$ cat src/rtl/alu_result_stage.sv
// Registered output stage of the ALU: captures result, op code and Z/N/C flags,
// and hands them downstream through a 2-entry skid buffer with a registered in_ready.
module alu_result_stage #(
    parameter int WIDTH = 32,
    parameter int OPW   = 4,
    parameter int CNTW  = 16
) (
    input  logic             clk,
    input  logic             rst,
    input  logic             in_valid,
    output logic             in_ready,
    input  logic [WIDTH-1:0] in_result,
    input  logic [OPW-1:0]   in_op,
    input  logic [WIDTH-1:0] in_a,
    input  logic [WIDTH-1:0] in_b,
    output logic             out_valid,
    input  logic             out_ready,
    output logic [WIDTH-1:0] out_result,
    output logic [OPW-1:0]   out_op,
    output logic             out_z,
    output logic             out_n,
    output logic             out_c,
    output logic [CNTW-1:0]  done_count
);

    localparam logic [OPW-1:0]   OP_SLL  = {OPW{1'b0}};
    localparam logic [OPW-1:0]   OP_SRL  = {{(OPW-1){1'b0}}, 1'b1};
    localparam logic [WIDTH-1:0] ZERO_V  = {WIDTH{1'b0}};
    localparam logic [WIDTH-1:0] ONE_V   = {{(WIDTH-1){1'b0}}, 1'b1};
    localparam logic [WIDTH-1:0] WIDTH_V = WIDTH'(WIDTH);
    localparam logic [CNTW-1:0]  CNT_ONE = {{(CNTW-1){1'b0}}, 1'b1};

    // Encoding is {out_valid, skid_full}.
    typedef enum logic [1:0] {
        ST_EMPTY = 2'b00,
        ST_ONE   = 2'b10,
        ST_FULL  = 2'b11
    } state_t;

    typedef struct packed {
        logic [WIDTH-1:0] result;
        logic [OPW-1:0]   op;
        logic             z;
        logic             n;
        logic             c;
    } entry_t;

    localparam entry_t ENTRY_CLR = '{result: {WIDTH{1'b0}}, op: {OPW{1'b0}},
                                     z: 1'b0, n: 1'b0, c: 1'b0};

    // Last bit shifted out; the full shift amount is examined, out-of-range gives 0.
    function automatic logic shift_carry(input logic [OPW-1:0]   op,
                                         input logic [WIDTH-1:0] a,
                                         input logic [WIDTH-1:0] b);
        logic [WIDTH-1:0] shifted;
        logic             c;
        shifted = ZERO_V;
        c       = 1'b0;
        if ((b == ZERO_V) || (b > WIDTH_V)) begin
            c = 1'b0;
        end else if (op == OP_SLL) begin
            shifted = a >> (WIDTH_V - b);
            c       = shifted[0];
        end else if (op == OP_SRL) begin
            shifted = a >> (b - ONE_V);
            c       = shifted[0];
        end else begin
            c = 1'b0;
        end
        return c;
    endfunction

    state_t          state_r;
    state_t          state_next_s;
    entry_t          main_r;
    entry_t          skid_r;
    entry_t          in_entry_s;
    logic            in_ready_r;
    logic            out_valid_r;
    logic [CNTW-1:0] done_count_r;
    logic            accept_s;
    logic            transfer_s;
    logic            load_main_in_s;
    logic            load_main_skid_s;
    logic            load_skid_s;

    assign accept_s   = in_valid & in_ready_r;
    assign transfer_s = out_valid_r & out_ready;

    // Build the entry to capture, flags computed from the upstream operands.
    always_comb begin
        in_entry_s        = ENTRY_CLR;
        in_entry_s.result = in_result;
        in_entry_s.op     = in_op;
        in_entry_s.z      = (in_result == ZERO_V);
        in_entry_s.n      = in_result[WIDTH-1];
        in_entry_s.c      = shift_carry(in_op, in_a, in_b);
    end

    // State register.
    always_ff @(posedge clk) begin
        if (rst) begin
            state_r <= ST_EMPTY;
        end else begin
            state_r <= state_next_s;
        end
    end

    // Next-state logic.
    always_comb begin
        state_next_s = ST_EMPTY;
        case (state_r)
            ST_EMPTY: begin
                if (accept_s) begin
                    state_next_s = ST_ONE;
                end else begin
                    state_next_s = ST_EMPTY;
                end
            end
            ST_ONE: begin
                if (accept_s && !transfer_s) begin
                    state_next_s = ST_FULL;
                end else if (!accept_s && transfer_s) begin
                    state_next_s = ST_EMPTY;
                end else begin
                    state_next_s = ST_ONE;
                end
            end
            ST_FULL: begin
                if (transfer_s) begin
                    state_next_s = ST_ONE;
                end else begin
                    state_next_s = ST_FULL;
                end
            end
            default: begin
                state_next_s = ST_EMPTY;
            end
        endcase
    end

    // Datapath steering; the skid entry only ever refills main, keeping FIFO order.
    always_comb begin
        load_main_in_s   = 1'b0;
        load_main_skid_s = 1'b0;
        load_skid_s      = 1'b0;
        case (state_r)
            ST_EMPTY: begin
                load_main_in_s = accept_s;
            end
            ST_ONE: begin
                if (accept_s && transfer_s) begin
                    load_main_in_s = 1'b1;
                end else if (accept_s) begin
                    load_skid_s = 1'b1;
                end else begin
                    load_main_in_s = 1'b0;
                end
            end
            ST_FULL: begin
                load_main_skid_s = transfer_s;
            end
            default: begin
                load_main_in_s = 1'b0;
            end
        endcase
    end

    // Main and skid entry storage.
    always_ff @(posedge clk) begin
        if (rst) begin
            main_r <= ENTRY_CLR;
            skid_r <= ENTRY_CLR;
        end else begin
            if (load_main_in_s) begin
                main_r <= in_entry_s;
            end else if (load_main_skid_s) begin
                main_r <= skid_r;
            end
            if (load_skid_s) begin
                skid_r <= in_entry_s;
            end
        end
    end

    // Handshake outputs registered from the next state.
    always_ff @(posedge clk) begin
        if (rst) begin
            out_valid_r <= 1'b0;
            in_ready_r  <= 1'b1;
        end else begin
            out_valid_r <= state_next_s[1];
            in_ready_r  <= ~state_next_s[0];
        end
    end

    // Completed-transfer counter, wraps naturally.
    always_ff @(posedge clk) begin
        if (rst) begin
            done_count_r <= {CNTW{1'b0}};
        end else if (transfer_s) begin
            done_count_r <= done_count_r + CNT_ONE;
        end
    end

    assign in_ready   = in_ready_r;
    assign out_valid  = out_valid_r;
    assign out_result = main_r.result;
    assign out_op     = main_r.op;
    assign out_z      = main_r.z;
    assign out_n      = main_r.n;
    assign out_c      = main_r.c;
    assign done_count = done_count_r;

endmodule

$ cat config.mk
export PLATFORM = sky130hd
export DESIGN_NAME = alu_result_stage
export DESIGN_NICKNAME = d
export VERILOG_FILES = /design/src/rtl/alu_result_stage.sv
export SDC_FILE = /design/constraint.sdc
export NUM_CORES = 1
export LEC_CHECK = 0
export BUFFER_PORTS_ARGS = -buffer_cell sky130_fd_sc_hd__clkbuf_2
export CELL_PAD_IN_SITES_DETAIL_PLACEMENT = 2
export CELL_PAD_IN_SITES_GLOBAL_PLACEMENT = 2
export CORE_MARGIN = 2
export CORE_UTILIZATION = 30
export DETAILED_ROUTE_END_ITERATION = 6
export PLACE_DENSITY_LB_ADDON = 0.1
export REMOVE_ABC_BUFFERS = 1
export SYNTH_ARGS = -nofsm -noshare
export SYNTH_HDL_FRONTEND = slang
export SYNTH_SLANG_ARGS = --single-unit
$ cat constraint.sdc
create_clock -name clk -period 5.45 [get_ports clk]
set_clock_uncertainty 0.05 [all_clocks]
set_input_delay 0.2725 -clock clk [delete_from_list [all_inputs] [get_ports clk]]
set_output_delay 0.2725 -clock clk [all_outputs]
set_load 0.005 [all_outputs]
== Word-level counts from Yosys, hierarchy flattened ==
Index checks and enable logic that the tools add are counted.

* Flip-flop bits (word level): 98
* Bits of input ports: 104
* Output and inout port bits: 57
* Logic and storage cells: 53

* Add/subtract/negate cells: 3
* Magnitude comparators: 1
* Equality and inequality tests: 3
* Shift operators: 2
* Multiplexer cells: 16
* Bitwise gates (word level): 3
* Reductions and logical operators: 11

{| class="wikitable"
|+ Operators by type and width
! kind !! number
|-
| $mux W39 || 2
|-
| $logic_not A32 Y1 || 2
|-
| $shr A32 B32 Y1 || 2
|-
| $gt A32 B6 Y1 const B || 1
|-
| $sub A32 B1 Y32 const B || 1
|-
| $sub A6 B32 Y32 const A || 1
|-
| $add A16 B1 Y16 const B || 1
|-
| $mux W1 || 9
|-
| $mux W2 || 3
|-
| $pmux W2 S3 || 1
|-
| $eq A2 B2 Y1 const B || 2
|-
| $eq A4 B1 Y1 const B || 1
|-
| $logic_not A4 Y1 || 1
|-
| $logic_and A1 B1 Y1 || 3
|-
| $and A1 B1 Y1 || 2
|-
| $logic_not A1 Y1 || 2
|-
| $logic_not A2 Y1 || 1
|-
| $pmux W1 S2 || 1
|-
| $reduce_bool A2 Y1 || 1
|-
| $logic_or A1 B1 Y1 || 1
|-
| $not A1 Y1 || 1
|}

== Depth between registers and ports, before layout ==
* Depth in word-level cells: 7
* Depth in mapped cells: 12
* Gate-level depth less buffers: 9

== Least setup slack after synthesis ==
OpenSTA, ideal clock, no wires.

* Path kind: input to register
* From: in in_b[0]
* To: reg skid_r[0] (netlist bit)
* Data arrival time: 2.643 ns
* Required time: 5.263 ns
* Slack: 2.620 ns
* Stages: 12
* Cell sequence: buf_4 -> buf_4 -> inv_1 -> ha_1 -> buf_2 -> buf_2 -> mux4_2 -> nor4_1 -> a22oi_1 -> and3_1 -> a32oi_1 -> a211oi_1

* Cells in the longest elaborated chain, start to end: 5
* Elaborated cells between the ends (all ways): 10

{| class="wikitable"
|+ RTL lines
! what !! RTL line !! source
|-
| from (decl) || 15 || <nowiki>input logic [WIDTH-1:0] in_b,</nowiki>
|-
| $sub A32 B1 Y32 || 65 || <nowiki>shifted = a >> (b - ONE_V);</nowiki>
|-
| $shr A32 B32 Y1 || 65 ||
|-
| $mux W1 || 64 || <nowiki>end else if (op == OP_SRL) begin</nowiki>
|-
| $mux W1 || 61 || <nowiki>end else if (op == OP_SLL) begin</nowiki>
|-
| $mux W1 (*) || 59 || <nowiki>if ((b == ZERO_V) || (b > WIDTH_V)) begin</nowiki>
|-
| to (signal assigned) || 181 || <nowiki>skid_r <= in_entry_s;</nowiki>
|-
| to (decl) || 76 || <nowiki>entry_t skid_r;</nowiki>
|}

Every way passes the cells marked *; elsewhere a longest branch is shown, timed or not.
A chain may end at the register's enable or synchronous reset.

== Final worst setup path ==
* From: in in_b[0]
* To: reg main_r (netlist bit out_c)

* Cells in the longest elaborated chain, start to end: 6
* Elaborated cells between the ends (all ways): 11

{| class="wikitable"
|+ RTL lines
! what !! RTL line !! source
|-
| $sub A32 B1 Y32 || 65 ||
|-
| $shr A32 B32 Y1 || 65 ||
|-
| $mux W1 || 64 ||
|-
| $mux W1 || 61 ||
|-
| $mux W1 (*) || 59 ||
|-
| $mux W39 (*) || 175 || <nowiki>if (load_main_in_s) begin</nowiki>
|-
| to (signal assigned) || 176 || <nowiki>main_r <= in_entry_s;</nowiki>
|-
| to (signal assigned) || 178 || <nowiki>main_r <= skid_r;</nowiki>
|-
| to (decl) || 75 || <nowiki>entry_t main_r;</nowiki>
|}

Marks and branches as above.

==> qor.csv <==
metric,value,unit
grt_pass1_vias,4917,
numCtsBuffers,9,
synth_compound_area_share,15.9,%
crit_buf_inv,2,
holdBufCountCts,0,
hpwl,11200,um
synth-simple-area-share,21.8,%
n_antenna_cell,0,
tightest_slew,1.08,ns
synth_area_leader_cell,dfxtp_1,
hold_path_class,input pin to flip-flop,
ff2ff_path_depth,7,
power.density,286,nW/um2
timing.fmax,0.325,GHz
cts_buffer_depth,2,
synth_top_family_by_area,simple AND/OR/NAND/NOR gates,
endpoint_kind,flip-flop,
seq_area_frac_synth,42.8,%
track_usage,20.1,%
rr_startpoint,state_r[0],
failed_checks,design-rule violations,
die_w,126,um
grt_max_degree,51,
synth-async-reset-ratio,0,%
min_path_cells,3,
netlist_instances,502,
maxSlewViolCount,0,
rows,44,
period_share,56.4,%
drc,4,
cp_top_family,multiplexers,
slowest_stage,ha_1,
path_clk_slew,0.06,ns
grt_pass1_wl,25700,um
peakVddDrop,0.158,mV
rrSetupSlack,3.07,ns
maxCapViolCount,0,
insertion_delay,0.34,ns
multi_input_area,2360,um2
post_cts.repair.setup_buffers,0,
htree_levels,3,
path_cells,clkbuf_2 -> inv_1 -> ha_1 -> mux4_2 -> mux2i_1 -> a22oi_1 -> and3_1 -> a32oi_1 -> a211oi_1,
ys_types,43,
cts_resized,0,
ys_top_cells_by_count,"95 x dfxtp_1, 88 x nand2_1, 68 x nor2_1",
r2r_end,out_z,
post_synth_fa_ha_maj_area_fraction,0.844,%
clock-sinks,95,
post_drt_wl_per_cell,19.0,um
syn-mean-instance-area,8.86,um2
drive_gt1_share,31.5,%
drt_iter0_drc,348,
maxSlewHeadroom,27.9,%
worst_slack,2.38,ns
fillers,1633,
drt-total-wl,15700,um
min_to,skid_r[20],
ant_nets,0,
max_stage_delay,0.80,ns
ys_warn_count,0,
viasPerCell,5.49,
cp.required,5.57,ns
post-route-min-period,3.07,ns
muxShareOfSynthArea,10.0,%
crit_type,input pin to flip-flop,
place_ws,1.94,ns
start_kind,input pin,
yosysMostFrequentCell,dfxtp_1,
io_pins,161,
finalHoldWorstSlack,0.128,ns
synth_ff_type,dfxtp_1,
firstDrtPassIters,7,
worstPathMaxFanout,18,
grt_overflow_total,0,
regArea,1900,um2
cts_tree,yes,
cp.arrival,3.20,ns
clockRootBuffer,clkbuf_16,
core-area,14500,um2
start_util,30.7,%
vias,4532,
rsz0062_at_grt,false,
antenna_found_initial,0,
hold_viol,0,
syn_area,4450,um2
p_leak,2.34,nW
synth_edf_count,0,
dieHeight,126,um
port_buffers,160,
die-area,15800,um2
fin_tns_setup,0,ns
synth_area_leaders,"dfxtp_1 43%, mux4_2 8.6%, a222oi_1 8.1%",
place_congestion,0.798,
yosys.area_share.xor_xnor,4.14,%
status,"complete, but fails checks",
syn_to_final_growth,27.1,%
nNetsFinal,745,
setup_violations,0,
ys_seq_elements,95,
crit_start,in_b[0],
total_power,1.62,mW
synth_top_area_share,42.8,%
hp-start,in_result[13],
-- final cells by class --
cell class	count	area share (%)
multi-input cells	360	41.8
flip-flops and latches	95	33.7
repair buffers	164	14.7
clock buffers	12	4.54
well taps	184	4.07
clock inverters	3	0.753
inverters	8	0.531
-- metrics by stage --
step                instance area [um2]  utilization, %  std cells
finish                             5650            39.0        826
global route                       5650            39.0        826
CTS                                5650            39.0        826
detailed placement                 5350            37.0        811
global placement                   5350            37.0        811
floorplan                          4280               -        463
-- flip-flops by register name, summed over array words and instances (netlist names) --
name and flops:
done_count 16, in_ready 1, out_c 1, out_op 4
out_result 32, out_z 1, skid_r 38, state_r 2
-- routing by layer --
layer | GRT usage [%] | vias up | wire length [um]
met5 | 0 | - | 0
met1 | 25.0 | 2271 | 6840
met2 | 35.8 | 132 | 7940
li1 | - | 2115 | -
met3 | 3.06 | 14 | 748
met4 | 6.59 | 0 | 208
-- cells in the final DEF (no fill, tap or decap), types with 2 or more instances in the layout --
cell and instances:
inv_1 8, mux4_2 17, nand4_1 6, o2111ai_1 2, and4_1 3, buf_4 4
xnor2_1 5, nor2_4 2, dfxtp_1 95, xor2_1 16, or3_1 2, and3_1 8
ha_1 3, a222oi_1 36, o21ai_0 5, nor3_1 2, nand3_1 11, nand2_1 88
a21oi_1 45, nor4_1 16, clkbuf_16 9, clkbuf_8 2, mux2_2 3, a211oi_1 3
nor2_1 66, mux2i_1 3, nor2b_1 3, clkbuf_2 159
-- tightest hold or removal path: stages --
cell      delay, ns
clkbuf_2       0.10
nand2_1        0.05
a21oi_1        0.05
-- power breakdown --
group          total, mW  leakage, nW  switching, mW  internal [mW]
sequential         0.736        0.773         0.0157          0.720
clock              0.645        0.145          0.268          0.378
combinational      0.236         1.42          0.130          0.106
total               1.62         2.34          0.413           1.20
-- how the worst max path moves through the flow --
stage	end	slack (ns)	cells after the start
2_1_floorplan	skid_r[0]	2.97	8
3_3_place_gp	out_c	2.12	9
3_5_place_dp	out_c	1.94	9
4_1_cts	out_c	2.31	9
5_1_grt	skid_r[0]	2.06	9
6_report	out_c	2.38	9
-- cells by family after synthesis --
family | Yosys count
simple gates | 215
buf+inv | 47
xor+xnor | 21
mux | 23
flops | 95
fa+ha+maj | 3
compound gates | 98
No activity file was read; power rests on OpenSTA's default activity.
